==> src/rtl/idli_pkg.sv <==
// Shared types and constants for the idli core.
// Decode-stage additions: op_t, reg_t, de_state_t and DE_IMM_REG_DEFAULT.
package idli_pkg;

  typedef logic [15:0] data_t;
  typedef logic [1:0]  ctr_t;
  typedef logic [3:0]  op_t;
  typedef logic [3:0]  reg_t;

  typedef enum logic [0:0] {
    DE_OPC = 1'b0,
    DE_IMM = 1'b1
  } de_state_t;

  // RB field value marking that an immediate word follows the opcode word.
  localparam reg_t DE_IMM_REG_DEFAULT = 4'hF;

endpackage

==> src/rtl/idli_de_pc_m.sv <==
// Word address counter for the decode stage.
// Built only when IDLI_DE_PC_EN is defined: loads the redirect target and
// advances by one for every word the decoder captures (wraps at 16 bits).
module idli_de_pc_m
  import idli_pkg::*;
(
  input  logic  i_pc_gck,
  input  logic  i_pc_rst_n,
  input  logic  i_pc_redirect,
  input  data_t i_pc_redirect_pc,
  input  logic  i_pc_capture,
  output data_t o_pc_cnt
);

  data_t cnt_q;
  data_t cnt_d;

  // Next address: redirect target wins, otherwise step on each captured word.
  always_comb begin
    cnt_d = cnt_q;
    if (i_pc_redirect) begin
      cnt_d = i_pc_redirect_pc;
    end else if (i_pc_capture) begin
      cnt_d = cnt_q + 16'd1;
    end else begin
      cnt_d = cnt_q;
    end
  end

  // Counter register.
  always_ff @(posedge i_pc_gck or negedge i_pc_rst_n) begin
    if (!i_pc_rst_n) begin
      cnt_q <= 16'h0000;
    end else begin
      cnt_q <= cnt_d;
    end
  end

  assign o_pc_cnt = cnt_q;

endmodule

==> src/rtl/idli_decode_m.sv <==
// Decode stage behind the SQI memory interface.
// Captures words qualified by i_de_instr_vld, splits them into fields,
// gathers an optional trailing immediate and holds one instruction until
// execute acknowledges it. Redirect flushes held and half-collected state.
// Optional feature: IDLI_DE_PC_EN adds i_de_redirect_pc / o_de_pc.
module idli_decode_m
  import idli_pkg::*;
#(
  parameter reg_t IMM_REG = DE_IMM_REG_DEFAULT
) (
  input  logic  i_de_gck,
  input  logic  i_de_rst_n,
  input  ctr_t  i_de_ctr,
  input  data_t i_de_instr,
  input  logic  i_de_instr_vld,
  input  logic  i_de_redirect,
  input  logic  i_de_ack,
`ifdef IDLI_DE_PC_EN
  input  data_t i_de_redirect_pc,
  output data_t o_de_pc,
`endif
  output logic  o_de_vld,
  output op_t   o_de_op,
  output reg_t  o_de_rd,
  output reg_t  o_de_ra,
  output reg_t  o_de_rb,
  output logic  o_de_has_imm,
  output data_t o_de_imm,
  output logic  o_de_ovf
);

  // Capture is qualified by i_de_instr_vld alone; the phase counter is not needed.
  logic unused_ctr_s;
  assign unused_ctr_s = ^i_de_ctr;

  de_state_t state_q, state_d;
  op_t       stg_op_q, stg_op_d;
  reg_t      stg_rd_q, stg_rd_d;
  reg_t      stg_ra_q, stg_ra_d;
  reg_t      stg_rb_q, stg_rb_d;

  logic      vld_q, vld_d;
  op_t       op_q, op_d;
  reg_t      rd_q, rd_d;
  reg_t      ra_q, ra_d;
  reg_t      rb_q, rb_d;
  logic      has_imm_q, has_imm_d;
  data_t     imm_q, imm_d;
  logic      ovf_q, ovf_d;
  logic      publish_s;

`ifdef IDLI_DE_PC_EN
  data_t     pc_cnt_s;
  data_t     stg_pc_q, stg_pc_d;
  data_t     pc_q, pc_d;

  idli_de_pc_m u_pc (
    .i_pc_gck         (i_de_gck),
    .i_pc_rst_n       (i_de_rst_n),
    .i_pc_redirect    (i_de_redirect),
    .i_pc_redirect_pc (i_de_redirect_pc),
    .i_pc_capture     (i_de_instr_vld & ~i_de_redirect),
    .o_pc_cnt         (pc_cnt_s)
  );
`endif

  // Next-state: staging/publishing of words, hold/ack, overflow and redirect flush.
  always_comb begin
    state_d   = state_q;
    stg_op_d  = stg_op_q;
    stg_rd_d  = stg_rd_q;
    stg_ra_d  = stg_ra_q;
    stg_rb_d  = stg_rb_q;
    vld_d     = vld_q;
    op_d      = op_q;
    rd_d      = rd_q;
    ra_d      = ra_q;
    rb_d      = rb_q;
    has_imm_d = has_imm_q;
    imm_d     = imm_q;
    ovf_d     = ovf_q;
    publish_s = 1'b0;
`ifdef IDLI_DE_PC_EN
    stg_pc_d  = stg_pc_q;
    pc_d      = pc_q;
`endif

    if (i_de_redirect) begin
      // Flush: drop any coincident word, ignore any coincident ack.
      state_d  = DE_OPC;
      vld_d    = 1'b0;
      stg_op_d = 4'h0;
      stg_rd_d = 4'h0;
      stg_ra_d = 4'h0;
      stg_rb_d = 4'h0;
`ifdef IDLI_DE_PC_EN
      stg_pc_d = 16'h0000;
`endif
    end else begin
      if (i_de_instr_vld) begin
        case (state_q)
          DE_OPC: begin
            if (i_de_instr[3:0] == IMM_REG) begin
              stg_op_d = i_de_instr[15:12];
              stg_rd_d = i_de_instr[11:8];
              stg_ra_d = i_de_instr[7:4];
              stg_rb_d = i_de_instr[3:0];
              state_d  = DE_IMM;
`ifdef IDLI_DE_PC_EN
              stg_pc_d = pc_cnt_s;
`endif
            end else begin
              publish_s = 1'b1;
              op_d      = i_de_instr[15:12];
              rd_d      = i_de_instr[11:8];
              ra_d      = i_de_instr[7:4];
              rb_d      = i_de_instr[3:0];
              has_imm_d = 1'b0;
              imm_d     = 16'h0000;
`ifdef IDLI_DE_PC_EN
              pc_d      = pc_cnt_s;
`endif
            end
          end
          DE_IMM: begin
            publish_s = 1'b1;
            op_d      = stg_op_q;
            rd_d      = stg_rd_q;
            ra_d      = stg_ra_q;
            rb_d      = stg_rb_q;
            has_imm_d = 1'b1;
            imm_d     = i_de_instr;
            state_d   = DE_OPC;
`ifdef IDLI_DE_PC_EN
            pc_d      = stg_pc_q;
`endif
          end
          default: begin
            state_d = DE_OPC;
          end
        endcase
      end else begin
        publish_s = 1'b0;
      end

      // An ack on the publish edge frees the slot, so only an unacked hold overflows.
      if (publish_s) begin
        vld_d = 1'b1;
        if (vld_q && !i_de_ack) begin
          ovf_d = 1'b1;
        end else begin
          ovf_d = ovf_q;
        end
      end else if (i_de_ack) begin
        vld_d = 1'b0;
      end else begin
        vld_d = vld_q;
      end
    end
  end

  // State, staging and output registers.
  always_ff @(posedge i_de_gck or negedge i_de_rst_n) begin
    if (!i_de_rst_n) begin
      state_q   <= DE_OPC;
      stg_op_q  <= 4'h0;
      stg_rd_q  <= 4'h0;
      stg_ra_q  <= 4'h0;
      stg_rb_q  <= 4'h0;
      vld_q     <= 1'b0;
      op_q      <= 4'h0;
      rd_q      <= 4'h0;
      ra_q      <= 4'h0;
      rb_q      <= 4'h0;
      has_imm_q <= 1'b0;
      imm_q     <= 16'h0000;
      ovf_q     <= 1'b0;
    end else begin
      state_q   <= state_d;
      stg_op_q  <= stg_op_d;
      stg_rd_q  <= stg_rd_d;
      stg_ra_q  <= stg_ra_d;
      stg_rb_q  <= stg_rb_d;
      vld_q     <= vld_d;
      op_q      <= op_d;
      rd_q      <= rd_d;
      ra_q      <= ra_d;
      rb_q      <= rb_d;
      has_imm_q <= has_imm_d;
      imm_q     <= imm_d;
      ovf_q     <= ovf_d;
    end
  end

`ifdef IDLI_DE_PC_EN
  // Opcode-word address: staged with the opcode, published with the fields.
  always_ff @(posedge i_de_gck or negedge i_de_rst_n) begin
    if (!i_de_rst_n) begin
      stg_pc_q <= 16'h0000;
      pc_q     <= 16'h0000;
    end else begin
      stg_pc_q <= stg_pc_d;
      pc_q     <= pc_d;
    end
  end

  assign o_de_pc = pc_q;
`endif

  assign o_de_vld     = vld_q;
  assign o_de_op      = op_q;
  assign o_de_rd      = rd_q;
  assign o_de_ra      = ra_q;
  assign o_de_rb      = rb_q;
  assign o_de_has_imm = has_imm_q;
  assign o_de_imm     = imm_q;
  assign o_de_ovf     = ovf_q;

endmodule

==> config.mk <==
export PLATFORM = sky130hd
export DESIGN_NAME = idli_decode_m
export DESIGN_NICKNAME = d
export VERILOG_FILES = /design/src/rtl/idli_pkg.sv /design/src/rtl/idli_de_pc_m.sv /design/src/rtl/idli_decode_m.sv
export SDC_FILE = /design/constraint.sdc
export NUM_CORES = 1
export LEC_CHECK = 0
export BUFFER_PORTS_ARGS = -buffer_cell sky130_fd_sc_hd__buf_4
export CAP_MARGIN = 30
export CORE_ASPECT_RATIO = 0.8
export CORE_MARGIN = 5
export CORE_UTILIZATION = 36
export CTS_CLUSTER_DIAMETER = 120
export CTS_CLUSTER_SIZE = 10
export DETAILED_ROUTE_END_ITERATION = 10
export PLACE_DENSITY = 0.69
export SLEW_MARGIN = 0
export SYNTH_ARGS = -nofsm -noshare
export SYNTH_HDL_FRONTEND = slang
export SYNTH_HIERARCHICAL = 1
export SYNTH_SLANG_ARGS = --single-unit
==> constraint.sdc <==
create_clock -name i_de_gck -period 1.3 [get_ports i_de_gck]
set_input_delay 0.195 -clock i_de_gck [delete_from_list [all_inputs] [get_ports i_de_gck]]
set_output_delay 0.195 -clock i_de_gck [all_outputs]
set_load 0.01 [all_outputs]
**After elaboration in Yosys (flattened, before gate mapping)**

Cells that the tools add are included.

- Flip-flop bits (word level): 52
- Input port bits: 23
- Logic and storage cells: 65
- Output and inout port bits: 35

- Multiplexer cells: 39
- Reduce and logical (&&, ||, !) cells: 8
- Eq/ne operators: 3
- Bitwise gates (word level): 2

Operator list:

| kind | count |
|---|---|
| 4-bit two-way mux | 20 |
| 16-bit one-hot mux with 2 select lines | 1 |
| 4-bit one-hot mux with 2 select lines | 4 |
| 16-bit two-way mux | 1 |
| 1-bit two-way mux | 10 |
| 3-bit AND reduction | 3 |
| 1-bit one-hot mux with 2 select lines | 3 |
| 4-bit == test (second input constant) | 1 |
| 2-bit != test (second input constant) | 2 |
| 2-bit nonzero test | 2 |
| 3-bit nonzero test | 1 |
| 1-bit NOT | 2 |
| 1-bit logical AND | 1 |
| 1-bit zero test | 1 |

**Logic depth before layout (Yosys ltp)**

Gate-level depths: netlist (run 1).

- Depth after elaboration: 7
- Gate-level depth with buffers: 5
- Depth with buffers taken out: 3

**Least setup slack after synthesis (run 1)**

Ideal clock, no wire load.

- Path type: register to register
- Start: register state_q
- End: register op_q[0] (netlist: o_de_op[0])
- Buffers on the path: 1
- Data arrival time: 1.295 ns
- Clock period less this slack: 1.420 ns
- Library setup time: 0.125 ns
- Path slack: -0.120 ns
- Data required time: 1.175 ns
- Stages on the path, launching flop included: 5
- Cells stage by stage: dfrtp_1 -> nand3b_4 -> o21ai_4 -> buf_8 -> mux2_4

- Longest elaborated chain between the ends: 3
- Elaborated cells between the ends (all ways): 4
- Classes of those cells: eq/ne: 1; mux: 1; bitwise: 1; reduce/logical: 1

RTL lines:

| element | RTL line | RTL |
|---|---|---|
| start: declaration | idli_decode_m.sv:36 | `de_state_t state_q, state_d;` |
| start signal: assignment | idli_decode_m.sv:179 | `state_q <= state_d;` |
| 1-bit NOT | n/a |  |
| 2-bit != test (no line) | n/a |  |
| 3-bit AND reduction (no line) | n/a |  |
| end signal: assignment | idli_decode_m.sv:185 | `op_q <= op_d;` |
| end: declaration | idli_decode_m.sv:43 | `op_t op_q, op_d;` |

Several ways; a longest one is shown, not always the timed one.
A chain may end at the register's enable or synchronous reset.

**Final worst setup path (run 1)**

- Start: register state_q
- End: register op_q[2] (netlist: o_de_op[2])

Same word-level chain as after synthesis.

==> flow_summary.ini, run 1 <==
[place]
pre_cts_ws_ns = -0.0567
dp_cells = 343
place.gp.congestion = 0.694
dp_hpwl_um = 3670
post_dp_cell_area_mm2 = 0.00289
io_buffer_count = 55

[clocking]
cts_root_buf = clkbuf_8
clock_latency_ns = 0.30
cts_tree = yes
cts.reportedPaths.clkPinSlew_ns = 0.09
cts_sinks = 52
clk_path_buf_depth = 2
htreeDepth = 2
cts_buffers = 5

[min_path]
hold_class = input port to flop

[run_status]
outcome = finished with violations
violations = negative setup slack

[drt]
num_vias = 1742
ant_nets = 0
first_pass_iters = 4
detail_route.wirelength_um = 5260
first_iter_violations = 83
drc = 0
viasPerCell = 4.93
wire_per_inst_um = 14.9

[global_routing]
grtUsageTotal = 0.143
antenna_found_initial = 0
grt-ovfl-total = 0
grt_max_degree = 34
grt_pass1_vias = 1844
grt_pass1_wl_um = 9140

[power]
ir_drop_uv = 494
power.density_mw_per_mm2 = 1090
power_leakage_uw = 0.00150

[timing]
min_period_over_period = 1.04
drv_slew = 0
rsz0062_at_grt = yes
fin_ws_ns = -0.0539
hold_viol_final = 0
fmax_ghz = 0.739
finalSetupTns_ns = -0.576
clock_skew_ns = 0.00747
fin_crit_ns = 1.35
whs_ns = 0.118
setup_viol = 14
relSlewSlack = 0.823
tightestPinTransition_ns = 0.262

[synth]
synth_nets = 223
ys_seq_area_frac = 0.568
avgSynthCellArea_um2 = 11.4
synth_seq_cells = 52
netlist_area_mm2 = 0.00229
ys_warn_count = 6
netlist_instances = 200
synthDistinctLibCells = 29

[floorplan]
core_mm2 = 0.00628
die_h_um = 81.3
fp-row-count = 26
die_area_mm2 = 0.00807
initial_utilization = 0.365
top_level_ports = 58
dieWidth_um = 99.2

[setup_path]
slowest_stage = dfrtp_1
crit_chain = nand3b_4, o21ai_4, buf_6, mux2_4
arrival_ns = 1.54
worst_path_largest_cell_delay_ns = 0.39
path_max_fanout = 7
end_kind = flop
cp.required_ns = 1.49
setup.worst_path.class = flop to flop
startpoint_type = flop

[layout]
fillers = 570
layout-drive-gt1-share = 0.401
multi_input_area_um2 = 878
finalNonFillerCells = 353
area_growth_pct = 34.3
regArea_mm2 = 0.00130
fin_nets = 291
fin_area_mm2 = 0.00308
n_antenna_cell = 0

[job]
drv_cap = 0
[per-layer routing]
metal / vias to the layer above / share of wire / global-route usage
li1: 825 / - / -
met1: 874 / 0.47 / 0.194
met2: 37 / 0.48 / 0.231
met3: 6 / 0.040 / 0.0300
met4: 0 / 0.011 / 0.0450
met5: - / 0 / 0
[sequential cells by signal, indices dropped and copies added (netlist names)]
signal,count
stg_op_q,4
o_de_ra,4
o_de_rd,4
o_de_rb,4
o_de_vld,1
o_de_imm,16
stg_rb_q,4
o_de_op,4
o_de_has_imm,1
stg_ra_q,4
state_q,1
o_de_ovf,1
stg_rd_q,4
[what timing repair did]
action                                  4_1_cts  5_1_grt
gates resized for setup                       8       12
endpoints found under the setup margin       20       50
setup buffers                                 1        0
hold buffers                                  1        0
pin swaps                                     0        1
endpoints found under the hold margin        19        0
[worst max-delay path, delay by kind of cell, from the launching register on]
family                 cells  cell delay, ns
DFF                        1            0.39
muxes                      1            0.30
AOI/OAI and AO/OA          1            0.19
and+or+nand+nor            1            0.18
buffers and inverters      1            0.17
[cell usage after synthesis]
library cell | n | share of area
mux2i_1 | 3 | 0.013
a22oi_1 | 3 | 0.0098
or2_2 | 1 | 0.0027
inv_1 | 19 | 0.031
a22o_1 | 16 | 0.061
o22ai_1 | 4 | 0.011
nand2b_1 | 2 | 0.0055
or3_1 | 12 | 0.033
and2_1 | 1 | 0.0027
clkbuf_1 | 5 | 0.0082
buf_2 | 4 | 0.0087
o21ai_4 | 1 | 0.0071
a21o_1 | 1 | 0.0033
buf_4 | 2 | 0.0066
mux2_4 | 8 | 0.052
buf_6 | 2 | 0.0098
mux2_2 | 6 | 0.030
o21ba_2 | 1 | 0.0044
dfrtp_1 | 52 | 0.57
nor2b_1 | 1 | 0.0027
o21bai_1 | 1 | 0.0033
buf_8 | 1 | 0.0066
nand3b_4 | 1 | 0.0087
a21oi_1 | 12 | 0.026
and2b_4 | 1 | 0.0044
nor2_1 | 1 | 0.0016
o21ai_0 | 25 | 0.055
nand2_1 | 13 | 0.021
nand3_1 | 1 | 0.0022
[cell type report]
cell class,count,area share
Clock inverter,1,0.00244
Multi-Input combinational cell,115,0.286
Tap cell,84,0.0342
Timing Repair Buffer,75,0.203
Sequential cell,52,0.423
Clock buffer,7,0.0281
Inverter,19,0.0232
[final timing paths]
check / startpoint / to / slack (ns) / cells past startpoint
worst max-delay path: state_q / o_de_op[2] / -0.05 / 4
worst min-delay path: i_de_instr[15] / o_de_imm[15] / 0.12 / 2
worst max register to register: state_q / o_de_op[2] / -0.05 / 4
worst min register to register: o_de_has_imm / o_de_has_imm / 0.48 / 1
max in group asynchronous: i_de_rst_n / stg_rb_q[0] / 0.54 / 3
min in group asynchronous: i_de_rst_n / o_de_rd[0] / 0.31 / 2
[cells by family (layout without fill, tap and decap cells)]
kind of cell	Yosys count	after routing	synth area share
simple gates	34	34	0.0847
buf+inv	33	102	0.0710
compound gates	64	64	0.181
mux	17	17	0.0951
flops	52	52	0.568
[through the flow]
step / utilization / power [uW]
6_report: 0.490 / 3340
2_1_floorplan: - / 2060
4_1_cts: 0.483 / 3370
3_5_place_dp: 0.460 / 2380
5_1_grt: 0.490 / 3530
3_3_place_gp: 0.460 / 2370
[power by group]
part / total (uW) / switching [uW] / internal [uW]
Clock: 958 / 525 / 434
Combinational: 599 / 263 / 336
Sequential: 1780 / 63.6 / 1720
[cells in the final DEF, fill, tap and decap left out, types with 2 or more instances in the layout]
| cell | instances |
|---|---|
| nand2b_1 | 2 |
| a21oi_1 | 6 |
| nand2_1 | 13 |
| o22ai_1 | 3 |
| inv_1 | 19 |
| a21oi_2 | 6 |
| mux2i_1 | 3 |
| buf_4 | 65 |
| or3_1 | 12 |
| a22oi_1 | 3 |
| buf_12 | 3 |
| a22o_1 | 16 |
| buf_6 | 6 |
| dfrtp_1 | 52 |
| o21ai_0 | 25 |
| clkbuf_8 | 6 |
| mux2_4 | 13 |
Note: power is estimated with default switching activity, not from simulation.
==> run 2, diff against run 1 <==
--- a/config.mk
+++ b/config.mk
@@ -13,6 +13,7 @@
 export CTS_CLUSTER_DIAMETER = 120
 export CTS_CLUSTER_SIZE = 10
 export DETAILED_ROUTE_END_ITERATION = 10
+export MAX_ROUTING_LAYER = met4
 export PLACE_DENSITY = 0.69
 export SLEW_MARGIN = 0
 export SYNTH_ARGS = -nofsm -noshare
==> flow_summary.ini, run 2 (synthesis gave the netlist of run 1 again) <==
[global_routing]
antenna_found_initial = 0
grt_pass1_wl_um = 9160
grt_max_degree = 34
grt_pass1_vias = 1838
grtUsageTotal = 0.147
grt-ovfl-total = 0

[drt]
wire_per_inst_um = 14.9
drc = 0
first_iter_violations = 72
first_pass_iters = 5
num_vias = 1750
viasPerCell = 4.96
ant_nets = 0
detail_route.wirelength_um = 5270

[timing]
hold_viol_final = 0
setup_viol = 14
relSlewSlack = 0.824
rsz0062_at_grt = yes
min_period_over_period = 1.04
clock_skew_ns = 0.00755
drv_slew = 0
fmax_ghz = 0.740
fin_crit_ns = 1.35
fin_ws_ns = -0.0513
tightestPinTransition_ns = 0.261

[setup_path]
worstRegToRegCells = 4
worst_path_largest_cell_delay_ns = 0.39
crit_chain = nand3b_4, o21ai_4, buf_6, mux2_4
setup.worst_path.class = flop to flop
startpoint_type = flop
end_kind = flop
slowest_stage = dfrtp_1
cp.required_ns = 1.49
arrival_ns = 1.54
cp-startpoint = state_q
r2r_setup_slack_ns = -0.05
r2r_start = state_q
endpoint = o_de_op[2]
r2r-end = o_de_op[2]
path_max_fanout = 7

[clocking]
clock_latency_ns = 0.30
cts_tree = yes
cts_buffers = 5
cts_sinks = 52
clk_path_buf_depth = 2
htreeDepth = 2
cts_root_buf = clkbuf_8
cts.reportedPaths.clkPinSlew_ns = 0.09

[power]
p_total_uw = 3340
ir_drop_uv = 494
power.density_mw_per_mm2 = 1090
power_leakage_uw = 0.00150

[place]
place.gp.congestion = 0.702
dp_hpwl_um = 3670
io_buffer_count = 55
pre_cts_ws_ns = -0.0567
dp_cells = 343

[layout]
fin_util = 0.490
finalNonFillerCells = 353
final_cell_mix = buf_4 (65), dfrtp_1 (52), o21ai_0 (25)
final_common_cell = buf_4
fin_nets = 291
layout-drive-gt1-share = 0.401
area_growth_pct = 34.3
largest_reg_flops = 16
n_antenna_cell = 0

[min_path]
hold_class = input port to flop

[floorplan]
core_mm2 = 0.00628
die_h_um = 81.3
die_area_mm2 = 0.00807
initial_utilization = 0.365
top_level_ports = 58
fp-row-count = 26
dieWidth_um = 99.2

[run_status]
outcome = finished with violations
violations = negative setup slack

[job]
drv_cap = 0
-- run 2: cell counts in the layout (fill, tap and decap cells not counted) --
Identical to the previous run, type by type.
-- run 2: worst min-delay path by stage --
stage                         startpoint            to  slack, ns  depth (start not counted)
after floorplan               i_de_rst_n  o_de_has_imm      -0.10                          0
after global placement        i_de_rst_n    o_de_rd[2]       0.10                          1
after detailed placement      i_de_rst_n    o_de_rd[2]        0.1                          1
after CTS                  i_de_instr[5]   o_de_imm[5]       0.11                          2
after global routing       i_de_instr[8]   o_de_imm[8]       0.11                          2
final                     i_de_instr[15]  o_de_imm[15]       0.12                          2
-- run 2: power by group --
| group | switching, uW | total [uW] | internal (uW) | leakage [uW] |
|---|---|---|---|---|
| Combinational | 263 | 599 | 336 | 0.000774 |
| Clock | 526 | 959 | 434 | 0.0000445 |
| Sequential | 63.0 | 1780 | 1720 | 0.000682 |
-- run 2: timing repair --
action                                  4_1_cts  5_1_grt
pin swaps                                     0        1
buffers inserted                              1        0
resized for setup                             8       12
endpoints found under the setup margin       20       50
hold buffers                                  1        0
endpoints found under the hold margin        19        0
-- run 2: cell type report --
class                   count  area (um2)
clock buffers               7        86.3
clock inverters             1        7.51
fillers                   570        3200
inverters                  19        71.3
multi-input cells         115         878
flip-flops and latches     52        1300
well taps                  84         105
repair buffers             75         626
-- run 2: stage by stage --
step	instance area, um2	hold WS [ns]	setup TNS (ns)
final	3080	0.118	-0.547
after global routing	3080	0.113	-2.73
after CTS	3030	0.109	-0.631
after detailed placement	2890	0.100	-0.331
after global placement	2890	0.101	-0.00629
after floorplan	2290	-0.101	-0.970
-- run 2: worst max-delay path: cells and delay by family (launching register included) --
kind,cells,cell delay (ns)
flops,1,0.39
mux,1,0.30
simple gates,1,0.18
compound gates,1,0.19
buf+inv,1,0.17
-- run 2: layer usage --
layer / routed length [um] / global-route usage
met2: 2520 / 0.233
met3: 168 / 0.0258
met4: 57 / 0.0450
met5: 0 / -
met1: 2520 / 0.196
==> run 3, diff against run 2 <==
--- a/config.mk
+++ b/config.mk
@@ -7,7 +7,6 @@
 export LEC_CHECK = 0
 export BUFFER_PORTS_ARGS = -buffer_cell sky130_fd_sc_hd__buf_4
 export CAP_MARGIN = 30
-export CORE_ASPECT_RATIO = 0.8
 export CORE_MARGIN = 5
 export CORE_UTILIZATION = 36
 export CTS_CLUSTER_DIAMETER = 120
==> flow_summary.ini, run 3 (synthesis gave the netlist of run 1 again) <==
[layout]
fillers = 624
layout-drive-gt1-share = 0.395
final_common_cell = buf_4
area_growth_pct = 32.3
fin_area_mm2 = 0.00303
fin_nets = 294
largest_reg_flops = 16
final_cell_mix = buf_4 (74), dfrtp_1 (52), o21ai_0 (25)
n_antenna_cell = 0
fin_util = 0.483

[floorplan]
die_area_mm2 = 0.00806
dieWidth_um = 89.8
initial_utilization = 0.365
top_level_ports = 58
core_mm2 = 0.00628
fp-row-count = 29
die_h_um = 89.8

[clocking]
cts_sinks = 52
cts_buffers = 5
cts_root_buf = clkbuf_8
clk_path_buf_depth = 2
cts_tree = yes
clock_latency_ns = 0.30
cts.reportedPaths.clkPinSlew_ns = 0.08
htreeDepth = 2

[timing]
fin_crit_ns = 1.36
hold_viol_final = 0
tightestPinTransition_ns = 0.296
whs_ns = 0.119
min_period_over_period = 1.04
fin_ws_ns = -0.0560
setup_viol = 13
clock_skew_ns = 0.00302
fmax_ghz = 0.737
finalSetupTns_ns = -0.456
rsz0062_at_grt = yes
drv_slew = 0
relSlewSlack = 0.802

[global_routing]
grtUsageTotal = 0.136
grt_pass1_vias = 1801
grt-ovfl-total = 0
grt_max_degree = 26
grt_pass1_wl_um = 8800
antenna_found_initial = 0

[min_path]
hold_class = input port to flop

[place]
io_buffer_count = 55
post_dp_cell_area_mm2 = 0.00289
dp_hpwl_um = 3810
pre_cts_ws_ns = -0.0531
place.gp.congestion = 0.738

[setup_path]
cp.required_ns = 1.49
arrival_ns = 1.55
r2r-end = o_de_ra[1]
r2r_setup_slack_ns = -0.06
end_kind = flop
worstRegToRegCells = 4
path_max_fanout = 4
cp-startpoint = state_q
setup.worst_path.class = flop to flop
r2r_start = state_q
startpoint_type = flop
endpoint = o_de_ra[1]

[drt]
ant_nets = 0
drc = 0
viasPerCell = 4.89
num_vias = 1702
wire_per_inst_um = 15.0
first_pass_iters = 4
detail_route.wirelength_um = 5230
first_iter_violations = 118

[run_status]
violations = negative setup slack
outcome = finished with violations

[power]
ir_drop_uv = 611
power_leakage_uw = 0.00149
power.density_mw_per_mm2 = 1100

[job]
drv_cap = 0
==> run 3: changes by cell type in the layout (fill, tap and decap cells not counted), moves of 2 or more <==
cell	delta
mux2_4	-3
buf_6	-5
mux2_2	+3
buf_4	+9
a21oi_1	+2
a21oi_2	-2
==> run 3: where the power goes <==
part | leakage [uW] | switching, uW | total, uW | internal (uW)
clock network | 0.0000503 | 489 | 964 | 475
logic | 0.000759 | 259 | 586 | 327
registers | 0.000682 | 61.4 | 1780 | 1720
total | 0.00149 | 810 | 3330 | 2520
==> run 3: layout make-up <==
type,instances,area [um2],area share
flip-flops and latches,52,1300,0.429
multi-input cells,115,848,0.280
repair buffers,78,617,0.204
clock buffers,7,96.3,0.0318
well taps,77,96.3,0.0318
inverters,19,71.3,0.0235
==> run 3: worst min path at each step <==
stage / startpoint / endpoint / slack, ns / depth (start not counted)
after floorplan: i_de_rst_n / o_de_has_imm / -0.10 / 0
after global placement: i_de_rst_n / o_de_imm[12] / 0.10 / 1
after detailed placement: i_de_rst_n / o_de_imm[12] / 0.10 / 1
after CTS: i_de_instr[4] / o_de_imm[4] / 0.11 / 2
after global routing: i_de_instr[4] / o_de_imm[4] / 0.11 / 2
final: i_de_instr[4] / o_de_imm[4] / 0.12 / 2
==> run 3: repair_timing <==
item / in CTS / in global routing
hold buffers: 1 / 0
gates cloned: 0 / 0
buffers inserted: 1 / 0
setup endpoints to repair: 21 / 49
hold endpoints to repair: 19 / 0
gates resized for setup: 2 / 5
==> run 3: per-stage QoR <==
step | instances | power, uW
floorplan | 200 | 2060
global placement | 339 | 2380
detailed placement | 339 | 2390
CTS | 348 | 3380
global route | 348 | 3500
finish | 348 | 3330
==> run 3: critical path: stages (launching register included) <==
cell and delay [ns]:
dfrtp_1 0.38, nand3b_4 0.18, o21ai_4 0.18, buf_4 0.17, mux2_2 0.33
==> run 3: layer usage <==
metal,wire length (um),track usage,share of wire
met1,2340,0.173,0.45
met2,2480,0.209,0.48
met3,327,0.0426,0.063
met4,72,0.0416,0.014
met5,0,-,0
